==> config.mk <==
export PLATFORM = sky130hd
export DESIGN_NAME = layer_seq_ctrl
export DESIGN_NICKNAME = d
export VERILOG_FILES = /design/src/rtl/layer_ctrl_pkg.sv /design/src/rtl/layer_seq_ctrl_wrap_cnt.sv /design/src/rtl/layer_seq_ctrl.sv
export SDC_FILE = /design/constraint.sdc
export NUM_CORES = 1
export LEC_CHECK = 0
export ABC_AREA = 1
export BUFFER_PORTS_ARGS = -buffer_cell sky130_fd_sc_hd__buf_4
export CAP_MARGIN = 20
export CORE_MARGIN = 2
export CORE_UTILIZATION = 60
export CTS_BUF_LIST = sky130_fd_sc_hd__clkbuf_4 sky130_fd_sc_hd__clkbuf_8
export DETAILED_ROUTE_END_ITERATION = 8
export PLACE_DENSITY = 0.84
export SYNTH_ARGS = -nofsm -noshare
export SYNTH_HDL_FRONTEND = slang
export SYNTH_SLANG_ARGS = --single-unit
export TNS_END_PERCENT = 20
==> constraint.sdc <==
create_clock -name clk -period 2.2 [get_ports clk]
set_input_delay 0.44 -clock clk [delete_from_list [all_inputs] [get_ports clk]]
set_output_delay 0.44 -clock clk [all_outputs]
set_load 0.1 [all_outputs]
==> src/rtl/layer_ctrl_pkg.sv <==
// layer_ctrl_pkg: sequencer state encoding and datapath mux select constants
package layer_ctrl_pkg;
  typedef enum logic [2:0] {S_IDLE, S_LOAD, S_MAC, S_ROUND, S_OUTPUT, S_DONE} state_t;
  localparam logic [1:0] WC_L0      = 2'd0;
  localparam logic [1:0] WC_FB_LOAD = 2'd1;
  localparam logic [1:0] WC_FB_MAC  = 2'd2;
  localparam logic [1:0] WC_IDLE    = 2'd3;
  function automatic logic [1:0] wc_of(state_t s, logic l0);
    return s == S_LOAD ? (l0 ? WC_L0 : WC_FB_LOAD) :
           s == S_MAC  ? (l0 ? WC_L0 : WC_FB_MAC)  : WC_IDLE;
  endfunction
endpackage

==> src/rtl/layer_seq_ctrl_wrap_cnt.sv <==
// wrap_cnt: up-counter wrapping to 0 after MAX-1, sync clear over enable, terminal flag last_o
module wrap_cnt #(
  parameter int WIDTH = 4,
  parameter int MAX   = 8
) (
  input  logic             clk,
  input  logic             rst_n,
  input  logic             en,
  input  logic             clr,
  output logic [WIDTH-1:0] cnt_o,
  output logic             last_o
);
  assign last_o = cnt_o == WIDTH'(MAX - 1);
  always_ff @(posedge clk or negedge rst_n)
    if (!rst_n) cnt_o <= '0;
    else if (clr) cnt_o <= '0;
    else if (en) cnt_o <= last_o ? '0 : cnt_o + 1'b1;
endmodule

==> src/rtl/layer_seq_ctrl.sv <==
// layer_seq_ctrl: NUM_LAYERS x TILES load/MAC/round/output sequencer; CTRL_PERF_CNT_EN adds perf_cycles_o/perf_stall_o
module layer_seq_ctrl
  import layer_ctrl_pkg::*;
#(
  parameter int NUM_LAYERS   = 8,
  parameter int TILES        = 16,
  parameter int MAC_CYCLES   = 8,
  parameter int ROUND_CYCLES = 8,
  parameter int OUT_WORDS    = 4
) (
  input  logic                          clk,
  input  logic                          rst_n,
  input  logic                          start_i,
  input  logic                          abort_i,
  input  logic                          data_rdy_i,
  input  logic                          out_ready_i,
  output logic                          busy_o,
  output logic                          read_en_o,
  output logic                          acc_clr_o,
  output logic                          mac_en_o,
  output logic                          round_en_o,
  output logic [1:0]                    wire_connect_o,
  output logic [$clog2(NUM_LAYERS):0]   layer_idx_o,
  output logic [$clog2(TILES):0]        tile_idx_o,
  output logic                          out_valid_o,
  output logic                          done_o
`ifdef CTRL_PERF_CNT_EN
  ,
  output logic [31:0]                   perf_cycles_o,
  output logic [31:0]                   perf_stall_o
`endif
);
  localparam int CYC_MAX = MAC_CYCLES > ROUND_CYCLES ? MAC_CYCLES : ROUND_CYCLES;
  localparam int CW = $clog2(CYC_MAX) + 1;
  localparam int WW = $clog2(OUT_WORDS) + 1;
  state_t state, nxt;
  logic [CW-1:0] cyc;
  logic [WW-1:0] unused_word_cnt;
  logic cyc_full, cyc_last, tile_last, layer_last, word_last, layer0, load_go, hs, idle_clr;
  logic cyc_en, cyc_clr, tile_en, tile_clr, layer_en, nxt_tile0, nxt_layer0;
  assign layer0    = layer_idx_o == '0;
  assign load_go   = state == S_LOAD && (!layer0 || data_rdy_i);
  assign read_en_o = load_go && !abort_i;
  assign hs        = out_valid_o && out_ready_i;
  assign idle_clr  = abort_i || state == S_IDLE;
  // the longer phase ends on the counter's own terminal flag, the shorter on its compare
  assign cyc_last  = cyc_full || cyc == (state == S_MAC ? CW'(MAC_CYCLES - 1) : CW'(ROUND_CYCLES - 1));
  assign cyc_en    = state == S_MAC || state == S_ROUND;
  assign cyc_clr   = idle_clr || cyc_last;
  assign tile_en   = state == S_MAC && cyc_last && !tile_last;
  assign layer_en  = state == S_ROUND && cyc_last && !layer_last;
  assign tile_clr  = idle_clr || layer_en;
  assign nxt_tile0  = tile_clr || (tile_idx_o == '0 && !tile_en);
  assign nxt_layer0 = idle_clr || (layer0 && !layer_en);
  always_comb begin
    nxt = state;
    if (abort_i) nxt = S_IDLE;
    else case (state)
      S_IDLE:   if (start_i) nxt = S_LOAD;
      S_LOAD:   if (load_go) nxt = S_MAC;
      S_MAC:    if (cyc_last) nxt = tile_last ? S_ROUND : S_LOAD;
      S_ROUND:  if (cyc_last) nxt = layer_last ? S_OUTPUT : S_LOAD;
      S_OUTPUT: if (hs && word_last) nxt = S_DONE;
      default:  nxt = S_IDLE;
    endcase
  end
  always_ff @(posedge clk or negedge rst_n)
    if (!rst_n) begin
      state          <= S_IDLE;
      busy_o         <= 1'b0;
      acc_clr_o      <= 1'b0;
      mac_en_o       <= 1'b0;
      round_en_o     <= 1'b0;
      out_valid_o    <= 1'b0;
      done_o         <= 1'b0;
      wire_connect_o <= WC_IDLE;
    end else begin
      state          <= nxt;
      busy_o         <= nxt != S_IDLE;
      acc_clr_o      <= nxt == S_LOAD && nxt_tile0;
      mac_en_o       <= nxt == S_MAC;
      round_en_o     <= nxt == S_ROUND;
      out_valid_o    <= nxt == S_OUTPUT;
      done_o         <= nxt == S_DONE;
      wire_connect_o <= wc_of(nxt, nxt_layer0);
    end
  wrap_cnt #(.WIDTH(CW), .MAX(CYC_MAX)) u_cyc (
    .clk(clk), .rst_n(rst_n), .en(cyc_en), .clr(cyc_clr), .cnt_o(cyc), .last_o(cyc_full));
  wrap_cnt #(.WIDTH($clog2(TILES) + 1), .MAX(TILES)) u_tile (
    .clk(clk), .rst_n(rst_n), .en(tile_en), .clr(tile_clr), .cnt_o(tile_idx_o), .last_o(tile_last));
  wrap_cnt #(.WIDTH($clog2(NUM_LAYERS) + 1), .MAX(NUM_LAYERS)) u_layer (
    .clk(clk), .rst_n(rst_n), .en(layer_en), .clr(idle_clr), .cnt_o(layer_idx_o), .last_o(layer_last));
  wrap_cnt #(.WIDTH(WW), .MAX(OUT_WORDS)) u_word (
    .clk(clk), .rst_n(rst_n), .en(hs), .clr(idle_clr), .cnt_o(unused_word_cnt), .last_o(word_last));
`ifdef CTRL_PERF_CNT_EN
  logic stall;
  assign stall = (state == S_LOAD && layer0 && !data_rdy_i) || (state == S_OUTPUT && !out_ready_i);
  always_ff @(posedge clk or negedge rst_n)
    if (!rst_n) begin
      perf_cycles_o <= '0;
      perf_stall_o  <= '0;
    end else if (state == S_IDLE && start_i && !abort_i) begin
      perf_cycles_o <= '0;
      perf_stall_o  <= '0;
    end else begin
      if (busy_o && !(&perf_cycles_o)) perf_cycles_o <= perf_cycles_o + 1'b1;
      if (stall && !(&perf_stall_o)) perf_stall_o <= perf_stall_o + 1'b1;
    end
`endif
endmodule

==> flow_summary.json, run 1 <==
{
  "first_iter_violations": 32,
  "fin_area_um2": 1820,
  "final_common_cell": "nand2_1",
  "cp-end-kind": "output pin",
  "yosys-top-cells-area": "dfrtp_1 40%, nand2_1 6.7%, inv_1 6.0%, ha_1 4.8%, nor2_1 4.6%",
  "cp_max_fo": 4,
  "diodes": 0,
  "vias_per_cell": 5.30,
  "dp_hpwl_um": 2510,
  "area_growth_pct": 16.8,
  "finalHoldViolCount": 0,
  "rows": 18,
  "drive_gt1_share_pct": 33.0,
  "cts_made_buffers": 3,
  "grt_pass1_vias": 1226,
  "dieArea_um2": 3020,
  "fmax_mhz": 481,
  "async_reset_ff_share_pct": 100,
  "ir_worst_vdd_mv": 0.500,
  "p_leak_uw": 0.000942,
  "clock_sinks": 27,
  "tightest_slew_ns": 0.343,
  "ys_ff_latch": 27,
  "cap_viol_max_count": 0,
  "initial_utilization_pct": 63.0,
  "status": "finished, final reports clean",
  "clkLatencyLatePin_ns": 0.32,
  "syn_inst": 178,
  "final_cell_mix": "28 x nand2_1, 25 x inv_1, 23 x buf_4",
  "synth_top_flop_cell": "dfrtp_1",
  "synth-adder-area-share_pct": 4.81,
  "die_y_um": 55.0,
  "htreeDepth": 1,
  "holdWs_ns": 0.350,
  "overflow": 0,
  "ys_warn_count": 0,
  "synthesis.nets": 190,
  "reg2reg_slack_ns": 0.56,
  "grt_max_degree": 28,
  "grt_use_total_pct": 24.0,
  "required_ns": 1.76,
  "gp_congestion": 0.943,
  "worst_ep_arrival_time_ns": 1.64,
  "skew_ns": 0.00949,
  "nets": 219,
  "pin_count": 24,
  "ant_nets": 0,
  "routedWlPerCell_um": 13.1,
  "drtPass1Iterations": 4,
  "drv_slew": 0,
  "finalWirelength_um": 3100,
  "cts_tree": "built",
  "synth_compound_gate_area_share_pct": 7.94,
  "synthSimpleGateAreaFrac_pct": 34.5,
  "syn_avg_cell_area_um2": 8.77,
  "synth_xor_area_share_pct": 1.68,
  "synth-edff-count": 0,
  "rsz0062_at_grt": "false",
  "period_share_pct": 94.4,
  "fin_tns_setup_ns": 0,
  "synthMuxAreaShare_pct": 0,
  "via_count": 1250,
  "yosys.cell_types.count": 29,
  "min_period_ns": 2.08,
  "synth_seq_area_share_pct": 43.5,
  "portBuffers": 23,
  "core_area_um2": 2480,
  "synth_top_cell_by_area": "dfrtp_1",
  "synth_top_family_by_area": "simple AND/OR/NAND/NOR gates",
  "yosysTopAreaCellShare_pct": 40.1,
  "setup_viol": 0,
  "grt_pass1_wl_um": 5180,
  "power_density_nw_per_um2": 538,
  "critPathLaunchType": "flip-flop",
  "drc": 0,
  "antenna_found_initial": 0,
  "root_buffer": "clkbuf_4",
  "post_cts_resized": 0,
  "fp.dieW_um": 55.0,
  "cts_max_path_buffers": 2,
  "synth_area_um2": 1560,
  "worstHoldPathType": "in2reg",
  "relSlewSlack_pct": 77.1,
  "path_class": "reg2out",
  "clk_pin_slew_worst_paths_ns": 0.15,
  "place_area_um2": 1780
}
power breakdown:
group / internal [uW] / switching [uW] / total [uW]
registers: 514 / 9.28 / 523
clock network: 83.2 / 144 / 227
logic: 55.3 / 176 / 231
total: 652 / 329 / 981
per-layer routing:
| metal | routed length [um] | vias to the layer above | GRT usage (%) |
|---|---|---|---|
| li1 | - | 626 | - |
| met1 | 1360 | 579 | 28.7 |
| met2 | 1560 | 37 | 43.8 |
| met3 | 119 | 8 | 3.23 |
| met4 | 61 | 0 | 8.13 |
| met5 | 0 | - | 0 |
logic make-up after synthesis:
kind of cell / Yosys count
buffers and inverters: 31
flip-flops: 27
AO/OA/AOI/OAI: 21
XOR/XNOR: 3
AND/OR/NAND/NOR: 90
adder cells (fa/ha/maj): 6
area by class of cell:
| cell class | instances | area [um^2] |
|---|---|---|
| Multi-Input combinational cell | 120 | 771 |
| Fill cell | 184 | 654 |
| Inverter | 31 | 119 |
| Sequential cell | 27 | 683 |
| Tap cell | 30 | 37.5 |
| Clock buffer | 4 | 30.0 |
| Timing Repair Buffer | 24 | 183 |
cell usage after synthesis (2+ instances only):
| master | n |
|---|---|
| a211oi_1 | 2 |
| o21ai_0 | 4 |
| nor2_8 | 2 |
| nand2_1 | 28 |
| inv_2 | 5 |
| a21oi_1 | 12 |
| nor2_4 | 3 |
| nand3_2 | 4 |
| nand4_1 | 3 |
| nor2_2 | 3 |
| nand3_1 | 10 |
| nor2_1 | 19 |
| dfstp_2 | 2 |
| ha_1 | 6 |
| xor2_1 | 3 |
| nand2_2 | 8 |
| dfrtp_1 | 25 |
| inv_1 | 25 |
| nand2_4 | 4 |
worst max-delay path, stage by stage (launching register included):
cell and delay, ns:
dfrtp_2 0.42, inv_1 0.08, ha_1 0.21, nand3_1 0.09, nand2_1 0.13, nor2_4 0.10, buf_4 0.29
what timing repair did:
| item | 4_1_cts | 5_1_grt |
|---|---|---|
| setup endpoints to repair | 0 | 0 |
| hold buffers | 1 | 0 |
| endpoints found under the hold margin | 4 | 0 |
| buffers inserted | 0 | 0 |
state kept, by name, summed over array words and instances, names as in the netlist:
register	count
state	3
u_cyc.cnt_o	4
u_layer.cnt_o	4
u_tile.cnt_o	5
done_o	1
acc_clr_o	1
u_word.cnt_o	3
busy_o	1
round_en_o	1
wire_connect_o	2
mac_en_o	1
out_valid_o	1
through the flow:
stage          util [%]  power [uW]  cells  worst slack [ns]
2_1_floorplan         -         706    178            0.0434
5_1_grt            73.6        1030    236            0.0262
3_5_place_dp       72.0         763    231             0.495
3_3_place_gp       72.0         755    231             0.535
6_report           73.6         981    236             0.123
4_1_cts            73.6         993    236             0.113
final timing paths:
kind | start | to | cells past startpoint
max | u_layer.cnt_o[0]$_DFFE_PN0N_ | read_en_o | 6
min | abort_i | done_o$_DFF_PN0_ | 2
max reg2reg | u_layer.cnt_o[0]$_DFFE_PN0N_ | u_tile.cnt_o[3]$_DFFE_PN0P_ | 9
min reg2reg | u_word.cnt_o[0]$_DFFE_PN0P_ | u_word.cnt_o[0]$_DFFE_PN0P_ | 1
max in group asynchronous | rst_n | wire_connect_o[1]$_DFF_PN1_ | 2
min in group asynchronous | rst_n | u_cyc.cnt_o[0]$_DFFE_PN0P_ | 2
Note: power is estimated with default switching activity, not from simulation.
==> inputs of run 2 (changes only) <==
--- a/config.mk
+++ b/config.mk
@@ -13,6 +13,7 @@
 export CTS_BUF_LIST = sky130_fd_sc_hd__clkbuf_4 sky130_fd_sc_hd__clkbuf_8
 export DETAILED_ROUTE_END_ITERATION = 8
 export PLACE_DENSITY = 0.84
+export REMOVE_ABC_BUFFERS = 1
 export SYNTH_ARGS = -nofsm -noshare
 export SYNTH_HDL_FRONTEND = slang
 export SYNTH_SLANG_ARGS = --single-unit
==> flow_summary.json, run 2 (synthesized netlist as in run 1, its figures left out) <==
{
  "met1_length_um": 1330,
  "required_ns": 1.76,
  "via_count": 1269,
  "holdWs_ns": 0.334,
  "initial_utilization_pct": 63.0,
  "cts_max_path_buffers": 2,
  "drive_gt1_share_pct": 30.6,
  "seq_area_um2": 678,
  "worst_slack_ns": 0.101,
  "setup_viol": 0,
  "cap_viol_max_count": 0,
  "dieArea_um2": 3020,
  "finalHoldViolCount": 0,
  "status": "finished, final reports clean",
  "wl_met3_um": 153,
  "overflow": 0,
  "finalNonFillerCells": 236,
  "critPathLaunchType": "flip-flop",
  "clk_pin_slew_worst_paths_ns": 0.15,
  "core_area_um2": 2480,
  "nets": 219,
  "routed-wl-met2_um": 1560,
  "highest_layer": "met4",
  "tightest_slew_ns": 0.341,
  "area_growth_pct": 16.0,
  "utilization_pct": 73.1,
  "cts_tree": "built",
  "cp-end-kind": "output pin",
  "finalWirelength_um": 3080,
  "first_iter_violations": 31,
  "final_common_cell": "nand2_1",
  "path_class": "reg2out",
  "post_cts_resized": 0,
  "grt_max_degree": 28,
  "rows": 18,
  "clock_sinks": 27,
  "routedWlPerCell_um": 13.1,
  "drc": 0,
  "p_total_uw": 985,
  "multiInputGateArea_um2": 763,
  "skew_ns": 0.0150,
  "vias_per_cell": 5.38,
  "clkLatencyLatePin_ns": 0.34,
  "grt_pass1_vias": 1198,
  "power_density_nw_per_um2": 544,
  "cts_setup_buffers": 0,
  "final_cell_mix": "28 x nand2_1, 25 x inv_1, 25 x dfrtp_1",
  "drv_slew": 0,
  "worstHoldPathType": "in2reg",
  "dp_hpwl_um": 2400,
  "ant_nets": 0,
  "p_leak_uw": 0.000949,
  "dpl.cell_count": 231,
  "worst_ep_arrival_time_ns": 1.66,
  "cp_max_fo": 4,
  "pin_count": 24,
  "ctsHoldBuffers": 1,
  "period_share_pct": 95.4,
  "reg_top3": "u_tile.cnt_o x5, u_cyc.cnt_o x4, u_layer.cnt_o x4",
  "gp_congestion": 0.947,
  "die_y_um": 55.0,
  "fp.dieW_um": 55.0,
  "antenna_found_initial": 0,
  "ir_worst_vdd_mv": 0.433,
  "relSlewSlack_pct": 77.1,
  "fmax_mhz": 477,
  "largest_reg_flops": 5,
  "grt_pass1_wl_um": 5040,
  "regMostFlops": "u_tile.cnt_o",
  "diodes": 0,
  "min_period_ns": 2.10,
  "portBuffers": 23,
  "drtPass1Iterations": 5,
  "dp_slack_ns": 0.484,
  "fillers": 176,
  "root_buffer": "clkbuf_4",
  "grt_use_total_pct": 23.5,
  "htreeDepth": 1,
  "rsz0062_at_grt": "false",
  "cts_made_buffers": 3
}
-- run 2: cell counts in the layout (fill, tap and decap cells not counted) --
Identical to the previous run, type by type.
-- run 2: metal layers --
layer  track usage (%)  vias to the layer above
met3              4.84                        6
met5                 0                        -
met2              41.9                       41
li1                  -                      624
met4              8.94                        0
met1              27.5                      598
-- run 2: area by class of cell --
type,instances,area share (%)
clock buffers,4,1.66
multi-input cells,120,42.2
repair buffers,24,10.1
well taps,30,2.07
inverters,31,6.57
flip-flops and latches,27,37.5
-- run 2: stage by stage --
stage	setup TNS (ns)	cell area, um^2
floorplan	-1.01	1560
global placement	0	1770
detailed placement	0	1770
CTS	0	1810
global route	0	1810
finish	0	1810
-- run 2: final timing paths --
| path | start | endpoint | slack [ns] | cells after the start |
|---|---|---|---|---|
| min | abort_i | done_o$_DFF_PN0_ | 0.33 | 2 |
| max | u_layer.cnt_o[0]$_DFFE_PN0N_ | read_en_o | 0.10 | 6 |
| max reg2reg | u_layer.cnt_o[1]$_DFFE_PN0N_ | u_tile.cnt_o[3]$_DFFE_PN0P_ | 0.53 | 9 |
| min reg2reg | u_word.cnt_o[0]$_DFFE_PN0P_ | u_word.cnt_o[0]$_DFFE_PN0P_ | 0.51 | 1 |
| max in group asynchronous | rst_n | wire_connect_o[0]$_DFF_PN1_ | 1.35 | 2 |
| min in group asynchronous | rst_n | u_cyc.cnt_o[3]$_DFFE_PN0P_ | 0.52 | 2 |
-- run 2: where the power goes --
| group | leakage (uW) | switching (uW) | total, uW | internal [uW] |
|---|---|---|---|---|
| clock | 0.0000184 | 149 | 233 | 83.6 |
| sequential | 0.000367 | 9.84 | 524 | 514 |
| combinational | 0.000563 | 174 | 229 | 55.0 |
-- run 2: critical path, cell delays in order (launching register included) --
cell	delay, ns
dfrtp_1	0.42
inv_1	0.08
ha_1	0.22
nand3_1	0.09
nand2_1	0.10
nor2_1	0.11
buf_4	0.29
==> inputs of run 3 (changes only) <==
--- a/config.mk
+++ b/config.mk
@@ -5,14 +5,13 @@
 export SDC_FILE = /design/constraint.sdc
 export NUM_CORES = 1
 export LEC_CHECK = 0
-export ABC_AREA = 1
 export BUFFER_PORTS_ARGS = -buffer_cell sky130_fd_sc_hd__buf_4
 export CAP_MARGIN = 20
 export CORE_MARGIN = 2
 export CORE_UTILIZATION = 60
 export CTS_BUF_LIST = sky130_fd_sc_hd__clkbuf_4 sky130_fd_sc_hd__clkbuf_8
 export DETAILED_ROUTE_END_ITERATION = 8
-export PLACE_DENSITY = 0.84
+export PLACE_DENSITY = 0.85
 export REMOVE_ABC_BUFFERS = 1
 export SYNTH_ARGS = -nofsm -noshare
 export SYNTH_HDL_FRONTEND = slang
==> flow_summary.json, run 3 <==
{
  "routedWlPerCell_um": 15.2,
  "pin_count": 24,
  "ys_warn_count": 0,
  "cap_viol_max_count": 0,
  "fillers": 154,
  "antenna_found_initial": 0,
  "die_y_um": 52.3,
  "required_ns": 1.76,
  "internal_power_uw": 647,
  "min_period_ns": 2.11,
  "diodes": 0,
  "cts_made_buffers": 3,
  "nets": 175,
  "holdWs_ns": -0.00126,
  "fin_area_um2": 1690,
  "synth_area_um2": 1400,
  "grt_use_total_pct": 24.9,
  "synth.most_common_cell": "dfrtp_1",
  "vias_per_cell": 5.79,
  "relSlewSlack_pct": 73.0,
  "crit_path_top_delay_cell": "dfrtp_1",
  "largest_reg_flops": 5,
  "seqPwrFrac_pct": 55.6,
  "violations": "hold timing",
  "cp-end-kind": "output pin",
  "p_clk_share_pct": 23.8,
  "status": "finished with violations",
  "tightest_slew_ns": 0.404,
  "p_switching_uw": 288,
  "worstHoldPathType": "in2async",
  "clock_sinks": 27,
  "fin_tns_setup_ns": 0,
  "async_reset_ff_share_pct": 100,
  "multiInputGateArea_um2": 707,
  "slowest_delay_ns": 0.43,
  "period_share_pct": 95.7,
  "yosys.cell_types.count": 41,
  "ir_worst_vdd_mv": 0.418,
  "drive_gt1_share_pct": 28.4,
  "yosysTopAreaCellShare_pct": 44.7,
  "syn_inst": 133,
  "synth_top_flop_cell": "dfrtp_1",
  "cts_max_path_buffers": 2,
  "yosys-top-cells-area": "dfrtp_1 45%, ha_1 5.4%, dfstp_2 3.8%, nor2_1 3.8%, nor4b_4 3.4%",
  "initial_utilization_pct": 63.2,
  "ant_nets": 0,
  "pwr-share-comb_pct": 20.5,
  "crit_chain": "inv_1 -> ha_1 -> nor4b_4 -> nor2b_2 -> and2_1 -> buf_12",
  "core_area_um2": 2210,
  "synth_seq_area_share_pct": 48.5,
  "drv_slew": 0,
  "fmax_mhz": 475,
  "final_cell_mix": "27 x buf_4, 25 x dfrtp_1, 14 x nor2_1",
  "root_buffer": "clkbuf_4",
  "critPathLaunchType": "flip-flop",
  "clkLatencyLatePin_ns": 0.32,
  "gp_congestion": 0.801,
  "path_delay_family": "simple AND/OR/NAND/NOR gates",
  "regMostFlops": "u_tile.cnt_o",
  "clk_pin_slew_worst_paths_ns": 0.13,
  "dieArea_um2": 2730,
  "crit_buf_inv": 2,
  "rsz0062_at_grt": "false",
  "first_iter_violations": 15,
  "seq_area_um2": 678,
  "syn_avg_cell_area_um2": 10.5,
  "synth_top_cell_by_area": "dfrtp_1",
  "fp.dieW_um": 52.3,
  "portBuffers": 23,
  "rows": 17,
  "finalWirelength_um": 2890,
  "cts_tree": "built",
  "dp_hpwl_um": 2120,
  "skew_ns": 0.00207,
  "area_growth_pct": 20.9,
  "ys_ff_latch": 27,
  "drc": 0,
  "grt_pass1_vias": 1055,
  "netlist_top_cells_count": "25 x dfrtp_1, 14 x nor2_1, 11 x nand2_1",
  "via_count": 1100,
  "reg2reg_slack_ns": 0.14,
  "path_class": "reg2out",
  "switching_share_pct": 30.8,
  "setup_viol": 0,
  "grt_max_degree": 28,
  "p_leak_uw": 0.000814,
  "htreeDepth": 1,
  "synth-edff-count": 0,
  "drtPass1Iterations": 4,
  "place_area_um2": 1600,
  "overflow": 0,
  "final_common_cell": "buf_4",
  "reg_top3": "u_tile.cnt_o x5, u_cyc.cnt_o x4, u_layer.cnt_o x4",
  "worst_ep_arrival_time_ns": 1.67,
  "finalHoldViolCount": 5,
  "power_density_nw_per_um2": 553,
  "grt_pass1_wl_um": 4950,
  "cp_max_fo": 4
}
## run 3: cell count changes after synthesis, moves of 6 or more
| cell | delta |
|---|---|
| and3_1 | +6 |
| nand3_1 | -8 |
| inv_1 | -20 |
| nand2_2 | -8 |
| a21oi_1 | -7 |
| nand2_1 | -17 |
## run 3: kinds of logic (layout without fill, tap and decap cells)
logic type               after synthesis  in the layout  share of synthesized area, %
AO/OA/AOI/OAI                         15             15                          7.07
XOR/XNOR                               7              7                          4.38
adder cells (fa/ha/maj)                6              6                          5.37
buffers and inverters                  8             37                          2.50
flip-flops                            27             27                          48.5
multiplexers                           2              2                          1.43
AND/OR/NAND/NOR                       68             68                          30.8
## run 3: repair_timing
| item | 4_1_cts | 5_1_grt |
|---|---|---|
| pin swaps | 0 | 0 |
| resized for setup | 2 | 6 |
| hold buffers | 0 | 0 |
| endpoints found under the setup margin | 1 | 1 |
| buffers inserted | 2 | 2 |
## run 3: worst paths after layout
| check | to | from | depth (start not counted) |
|---|---|---|---|
| setup reg to reg | busy_o$_DFF_PN0_ | u_layer.cnt_o[1]$_DFFE_PN0N_ | 8 |
| setup / recovery | read_en_o | u_layer.cnt_o[1]$_DFFE_PN0N_ | 6 |
| hold / removal | round_en_o$_DFF_PN0_ | rst_n | 1 |
| hold reg to reg | u_word.cnt_o[1]$_DFFE_PN0P_ | u_word.cnt_o[1]$_DFFE_PN0P_ | 2 |
| min in group clk | u_word.cnt_o[1]$_DFFE_PN0P_ | out_ready_i | 3 |
| max in group asynchronous | wire_connect_o[0]$_DFF_PN1_ | rst_n | 1 |
## run 3: per-layer routing
layer	up-vias	wire [um]	GRT usage [%]
met4	0	38	10.3
met2	20	1520	44.0
met5	-	0	0
met1	546	1250	30.8
li1	529	-	-
met3	5	77	2.57
## run 3: final cells by class
class	instances	area share [%]
Clock buffer	4	1.78
Inverter	5	1.11
Multi-Input combinational cell	98	41.8
Sequential cell	27	40.1
Tap cell	28	2.07
Timing Repair Buffer	28	13.2
## run 3: power by group through the flow
stage / clock [uW] / sequential, uW / combinational [uW]
after floorplan: 0 / 611 / 49.2
after global placement: 0 / 528 / 179
after detailed placement: 0 / 529 / 183
after CTS: 225 / 520 / 186
after global routing: 247 / 522 / 204
final: 223 / 520 / 192
## run 3: through the flow
stage	setup WS, ns	total power [uW]	util (%)	cells
2_1_floorplan	-0.712	660	-	130
5_1_grt	0.00833	973	76.5	190
3_3_place_gp	0.259	708	72.2	182
3_5_place_dp	0.216	712	72.2	182
6_report	0.0941	935	76.5	190
4_1_cts	0.0428	931	74.8	188
